File: src/rtl/bcd_countdown_2digit.sv
// Two-digit packed-BCD countdown timer (99..00) with preload, start/pause
// control, optional auto-reload and a one-cycle done pulse on reaching 00.
module bcd_countdown_2digit #(
    parameter int TICK_DIV    = 1,
    parameter bit AUTO_RELOAD = 1'b0
) (
    input  logic       clk_i,
    input  logic       rst_n_i,
    input  logic       load_i,
    input  logic [7:0] d_i,
    input  logic       start_i,
    input  logic       pause_i,
    output logic [7:0] q_o,
    output logic       busy_o,
    output logic       done_o,
    output logic       err_o
);

    localparam int PW = (TICK_DIV > 1) ? $clog2(TICK_DIV) : 1;
    localparam logic [PW-1:0] PRE_LAST = PW'(TICK_DIV - 1);

    typedef enum logic [1:0] {IDLE, RUN, HOLD} state_t;

    state_t        state_q;
    logic [7:0]    q_q, rld_q;
    logic [PW-1:0] pre_q;
    logic          busy_q, done_q, err_q;

    logic [7:0] dec_d;
    logic       d_valid;
    logic       tick;

    assign d_valid = (d_i[7:4] <= 4'd9) && (d_i[3:0] <= 4'd9);
    assign tick    = (pre_q == PRE_LAST);

    // Borrow from tens when units underflow; only used while q_q != 00.
    always_comb begin
        dec_d = q_q;
        if (q_q[3:0] != 4'd0) dec_d[3:0] = q_q[3:0] - 4'd1;
        else                  dec_d      = {q_q[7:4] - 4'd1, 4'd9};
    end

    always_ff @(posedge clk_i) begin
        if (!rst_n_i) begin
            state_q <= IDLE;
            q_q     <= 8'h00;
            rld_q   <= 8'h00;
            pre_q   <= '0;
            busy_q  <= 1'b0;
            done_q  <= 1'b0;
            err_q   <= 1'b0;
        end else begin
            done_q <= 1'b0;
            if (load_i) begin
                state_q <= IDLE;
                busy_q  <= 1'b0;
                pre_q   <= '0;
                if (d_valid) begin
                    q_q   <= d_i;
                    rld_q <= d_i;
                    err_q <= 1'b0;
                end else begin
                    err_q <= 1'b1;
                end
            end else begin
                case (state_q)
                    IDLE: begin
                        if (start_i && (q_q != 8'h00)) begin
                            state_q <= RUN;
                            busy_q  <= 1'b1;
                            pre_q   <= '0;
                        end
                    end
                    RUN: begin
                        if (pause_i) begin
                            state_q <= HOLD;
                        end else if (!tick) begin
                            pre_q <= pre_q + 1'b1;
                        end else begin
                            pre_q <= '0;
                            // Sitting at 00 in RUN only happens with auto-reload.
                            if (q_q == 8'h00) begin
                                if (rld_q == 8'h00) begin
                                    state_q <= IDLE;
                                    busy_q  <= 1'b0;
                                end else begin
                                    q_q <= rld_q;
                                end
                            end else begin
                                q_q <= dec_d;
                                if (dec_d == 8'h00) begin
                                    done_q <= 1'b1;
                                    if (!AUTO_RELOAD) begin
                                        state_q <= IDLE;
                                        busy_q  <= 1'b0;
                                    end
                                end
                            end
                        end
                    end
                    HOLD: begin
                        if (!pause_i) state_q <= RUN;
                    end
                    default: begin
                        state_q <= IDLE;
                        busy_q  <= 1'b0;
                    end
                endcase
            end
        end
    end

    assign q_o    = q_q;
    assign busy_o = busy_q;
    assign done_o = done_q;
    assign err_o  = err_q;

endmodule

File: config.mk
export PLATFORM = sky130hd
export DESIGN_NAME = bcd_countdown_2digit
export DESIGN_NICKNAME = d
export VERILOG_FILES = /design/src/rtl/bcd_countdown_2digit.sv
export SDC_FILE = /design/constraint.sdc
export NUM_CORES = 1
export LEC_CHECK = 0
export ABC_AREA = 0
export BUFFER_PORTS_ARGS = -buffer_cell sky130_fd_sc_hd__buf_2
export CORE_MARGIN = 5
export CORE_UTILIZATION = 58
export DETAILED_ROUTE_END_ITERATION = 6
export PLACE_DENSITY_LB_ADDON = 0.15
export SYNTH_ARGS = -nofsm -noshare
export SYNTH_HDL_FRONTEND = slang
export SYNTH_SLANG_ARGS = --single-unit
File: constraint.sdc
create_clock -name clk_i -period 5 [get_ports clk_i]
set_clock_uncertainty 0.15 [all_clocks]
set_input_delay 0.5 -clock clk_i [delete_from_list [all_inputs] [get_ports clk_i]]
set_output_delay 0.5 -clock clk_i [all_outputs]
set_load 0.005 [all_outputs]
; Word-level counts from Yosys, hierarchy flattened
; Cells that the tools add are included.
[op_classes]
add_sub_neg = 3
order_cmp = 2
eq_ne = 15
mux = 30
bitwise_logic = 3
n_reduce_logical = 17
[op_table]
columns = op, n
row1 = 2-to-1 mux 8 bit, 7
row2 = logical NOT 8 bit, 3
row3 = 2-to-1 mux 2 bit, 7
row4 = inequality test 2 bit (second input constant), 6
row5 = inequality test 3 bit (second input constant), 4
row6 = 2-to-1 mux 1 bit, 11
row7 = AND reduction 5 bit, 2
row8 = <= comparator 4 bit (second input constant), 2
row9 = 2-to-1 mux 4 bit, 2
row10 = inequality test 4 bit (second input constant), 2
row11 = nonzero test 8 bit, 1
row12 = subtractor 4 x 1 -> 4 bit (second input constant), 2
row13 = case mux 2 bit (3 select lines), 1
row14 = AND reduction 6 bit, 1
row15 = OR reduction 6 bit, 1
row16 = nonzero test 2 bit, 2
row17 = nonzero test 4 bit, 1
row18 = NOT 1 bit, 3
row19 = case mux 1 bit (3 select lines), 1
row20 = AND reduction 3 bit, 1
row21 = equality test 2 x 1 -> 1 bit (second input constant), 1
row22 = equality test 2 bit (second input constant), 1
row23 = logical AND 1 bit, 2
row24 = logical NOT 2 bit, 1
row25 = other kinds (5), 5
[word_totals]
reg_bits = 22
input_bits = 13
output_inout_bits = 11
elab_cells = 77

; Longest topological paths before layout
[logic_depth]
ltp_word = 8
mapped_depth = 7
ltp_nobuf = 7

; Worst setup path after synthesis
; No wires, ideal clock.
[synth_path]
path_kind = register to register
startpoint = register q_q[4], in the netlist q_o[4]
endpoint = register q_q[4], in the netlist q_o[4]
setup_time_ns = 0.069
arrival_ns = 1.719
setup_slack_ns = 3.062
stages_incl_launch_ff = 7
synth_period_minus_slack_ns = 1.938
path_cell_list = dfxtp_1 inv_1 ha_1 and4b_4 a211o_4 a221o_1 o21ai_1
[synth_via]
elab_chain_cells = 7
word_cells_on_any_way = 10
cone_classes = 1 x add/sub / 1 x eq/ne / 6 x mux / 2 x reduce/logical
[synth_rtl]
columns = element, line_no
row1 = "start, declared", 25  ; logic [7:0] q_q, rld_q;
row2 = "start signal, assigned", 59  ; q_q <= d_i;
row3 = "start signal, assigned", 87  ; q_q <= rld_q;
row4 = subtractor 4 x 1 -> 4 bit, 40  ; else dec_d = {q_q[7:4] - 4'd1, 4'd9};
row5 = 2-to-1 mux 4 bit, 39  ; if (q_q[3:0] != 4'd0) dec_d[3:0] = q_q[3:0] - 4'd1;
row6 = 2-to-1 mux 8 bit, 82  ; if (q_q == 8'h00) begin
row7 = 2-to-1 mux 8 bit, 77  ; end else if (!tick) begin
row8 = 2-to-1 mux 8 bit, 75  ; if (pause_i) begin
row9 = 2-to-1 mux 8 bit, 66  ; case (state_q)
row10 = 2-to-1 mux 8 bit, 54  ; if (load_i) begin
; Parallel ways exist; a longest one is shown, timed or not. The select of a mux whose other input is x is not followed.
; A chain may end at the register's enable or synchronous reset.

; Worst setup path after layout
; Ends and elaborated chain as after synthesis.

==> impl_results.md <==
* Post-CTS Setup Bufs at 0
* Fraction of layout cells with a size suffix above 1 at 20.8%
* Final core utilization at 69.2%
* Leading cell types in the layout, fill and taps excluded: 26 x nand2_1, 23 x buf_2, 21 x dfxtp_1, 14 x o21ai_0, 9 x a21oi_1
* Static Leak at 0.556 nW
* Hold-fix buffers, CTS at 0
* Post-synth EDFFs at 0
* H-tree levels at 1
* RSZ-0062 raised after global routing: no
* Final Cycle Share at 44.0%
* Crit path kind: register to register
* Dominant cells by area after synthesis: dfxtp_1 34%, nand2_1 7.9%, o21ai_0 5.7%
* Clock power frac at 21.6%
* Switch Pwr at 0.000123 W
* Diodes inserted at 0
* CTS clk-pin slew, worst paths at 120 ps
* Fmax at 0.455 GHz
* Final ANT Viol Nets at 0
* Top_reg_cell synth: dfxtp_1
* WL/cell at 15.0 microns
* Core area at 0.00200 sq mm
* Pre-antenna DRT Iters at 5
* Max Transition Viols Final at 0
* GP Congestion at 0.933
* Dpl hpwl at 2270 microns
* Via density at 6.39
* Synth top area share at 34.0%
* Die footprint at 0.00315 sq mm
* CTS tree: yes
* Largest net degree at the start of global routing at 22
* Clock sinks at 21
* Starting DRT DRC Count at 51
* PD cells at 272 mW/mm^2
* Post-Layout Cell Count at 200
* Syn nets at 167
* Final net count at 189
* Sequential area share after synthesis at 34.0%
* # port buffers at 23
* Yosys top cell by area: dfxtp_1
* Peak supply drop at 0.189 mV
* Vias in the first global route at 1,150
* CP Data Required Time at 5090 ps
* Syn Inst Count at 152
* Worst hold start: d_i[4]
* Initial core utilization at 61.8%
* Worst Setup SP: q_o[4]
* Synthesized area at 0.00124 sq mm
* CP Data Arrival Time at 2290 ps
* Crit-path max FO at 8
* Die Y at 56.2 microns
* Maximum clock path buffer count at 2
* YS warnings at 0
* Fill count at 187
* Max-cap viol count at 0
* Commonest non-fill, non-tap cell in the layout: nand2_1
* Total GRT Usage at 19.5%
* Die width at 56.2 microns
* Placed Instances at 196
* Area growth, synth to finish at 12.0%
* P_int at 0.000254 W
* Final hold vios at 0
* CTS resizes at 0
* Worst slew margin at 63.1%
* Hold Path Class: input port to register
* Grt ovf at 0
* Status: finished, final reports clean
* First-pass GRT wire length at 4970 microns
* Row Count at 16
* Async SR Flop Fraction at 0%
* Period minus WS final at 2200 ps
* Seq pwr share at 50.6%
* Reg2reg start: q_o[4]
* Combinational Power Share at 27.8%
* Post-synth cell types at 47
* CP Launch Type: register
* Endpoint class of the critical path: register
* Initial antenna violation count at 0
* Tightest Pin Transition at 549 ps
* Final setup viols at 0
* Sw frac at 32.5%
* Drt total wl at 2990 microns
* Via count at 1,277
* Mapped Avg Cell Area at 8.13 sq um
* Seq cells post-synth at 21
* # DRC at 0
* Clk Latency, worst-skew pair at 310 ps
* Sum Neg Setup Slack at 0 ps
* Num ports at 24
* Root Buffer: clkbuf_4
* Cts bufs inserted at 3
## per-layer routing
layer	up-vias	routed length, microns	GRT usage, %
met1	592	1240	25.1
met2	69	1350	31.4
li1	606	-	-
met3	10	344	3.71
met5	-	0	0
met4	0	57	8.81
## final cells by class
cell class	instances	area, sq um	area share, %
clock buffers	4	26.3	1.90
multi-input cells	122	778	56.2
well taps	27	33.8	2.44
inverters	3	11.3	0.813
repair buffers	23	115	8.31
flip-flops and latches	21	420	30.4
## sequential cells by signal, indices dropped and copies added (netlist names)
signal and count:
q_o 8, rld_q 8, state_q 2, busy_o 1, done_o 1, err_o 1
## power by group through the flow
stage               Sequential [W]  Clock (W)  Combinational [W]
floorplan                 0.000192          0          0.0000753
global placement          0.000194          0           0.000103
detailed placement        0.000194          0           0.000104
CTS                       0.000191  0.0000840           0.000104
global route              0.000193  0.0000900           0.000116
finish                    0.000191  0.0000815           0.000105
## stage by stage
stage	total power (W)	hold slack (ps)	cell area, sq um	worst slack [ps]
global route	0.000399	297	1390	2700
CTS	0.000379	297	1390	2820
finish	0.000377	296	1390	2800
floorplan	0.000267	289	1240	3060
detailed placement	0.000298	314	1360	2840
global placement	0.000296	317	1360	2890
## worst paths after layout
path | cells after the start | endpoint | slack (ps)
worst min-delay path | 3 | rld_q[4] | 300
worst min register to register | 2 | rld_q[0] | 330
worst max register to register | 6 | q_o[4] | 2800
worst max-delay path | 6 | q_o[4] | 2800
## worst max-delay path: stages, from the launching register on
cell and delay [ps]:
dfxtp_1 500, inv_1 110, ha_1 300, and4b_4 240, a211o_4 360, a221o_1 360
o21ai_1 100
## Yosys cell counts, types with 2 or more instances
cell type	n
inv_1	3
o211ai_1	2
nand2_1	26
dfxtp_1	21
a21boi_0	8
a21boi_1	2
clkbuf_1	5
a21oi_1	9
o21ai_0	14
a31oi_1	4
nor2_1	8
nor3b_1	2
ha_1	2
nand2b_1	2
a221o_1	2
a2bb2oi_1	2
nor2b_1	2
o21ai_1	4
nand3_1	4
o31ai_1	2
nor3_1	2
## cells by family after synthesis
kind of cell | Yosys count | share of synthesized area (%)
muxes | 2 | 1.72
adders and majority gates | 2 | 2.02
AOI/OAI and AO/OA | 58 | 31.9
and+or+nand+nor | 59 | 26.6
xor gates and xnor gates | 1 | 0.709
buffers and inverters | 9 | 3.04
DFF | 21 | 34.0
(Power assumes the default switching activity.)
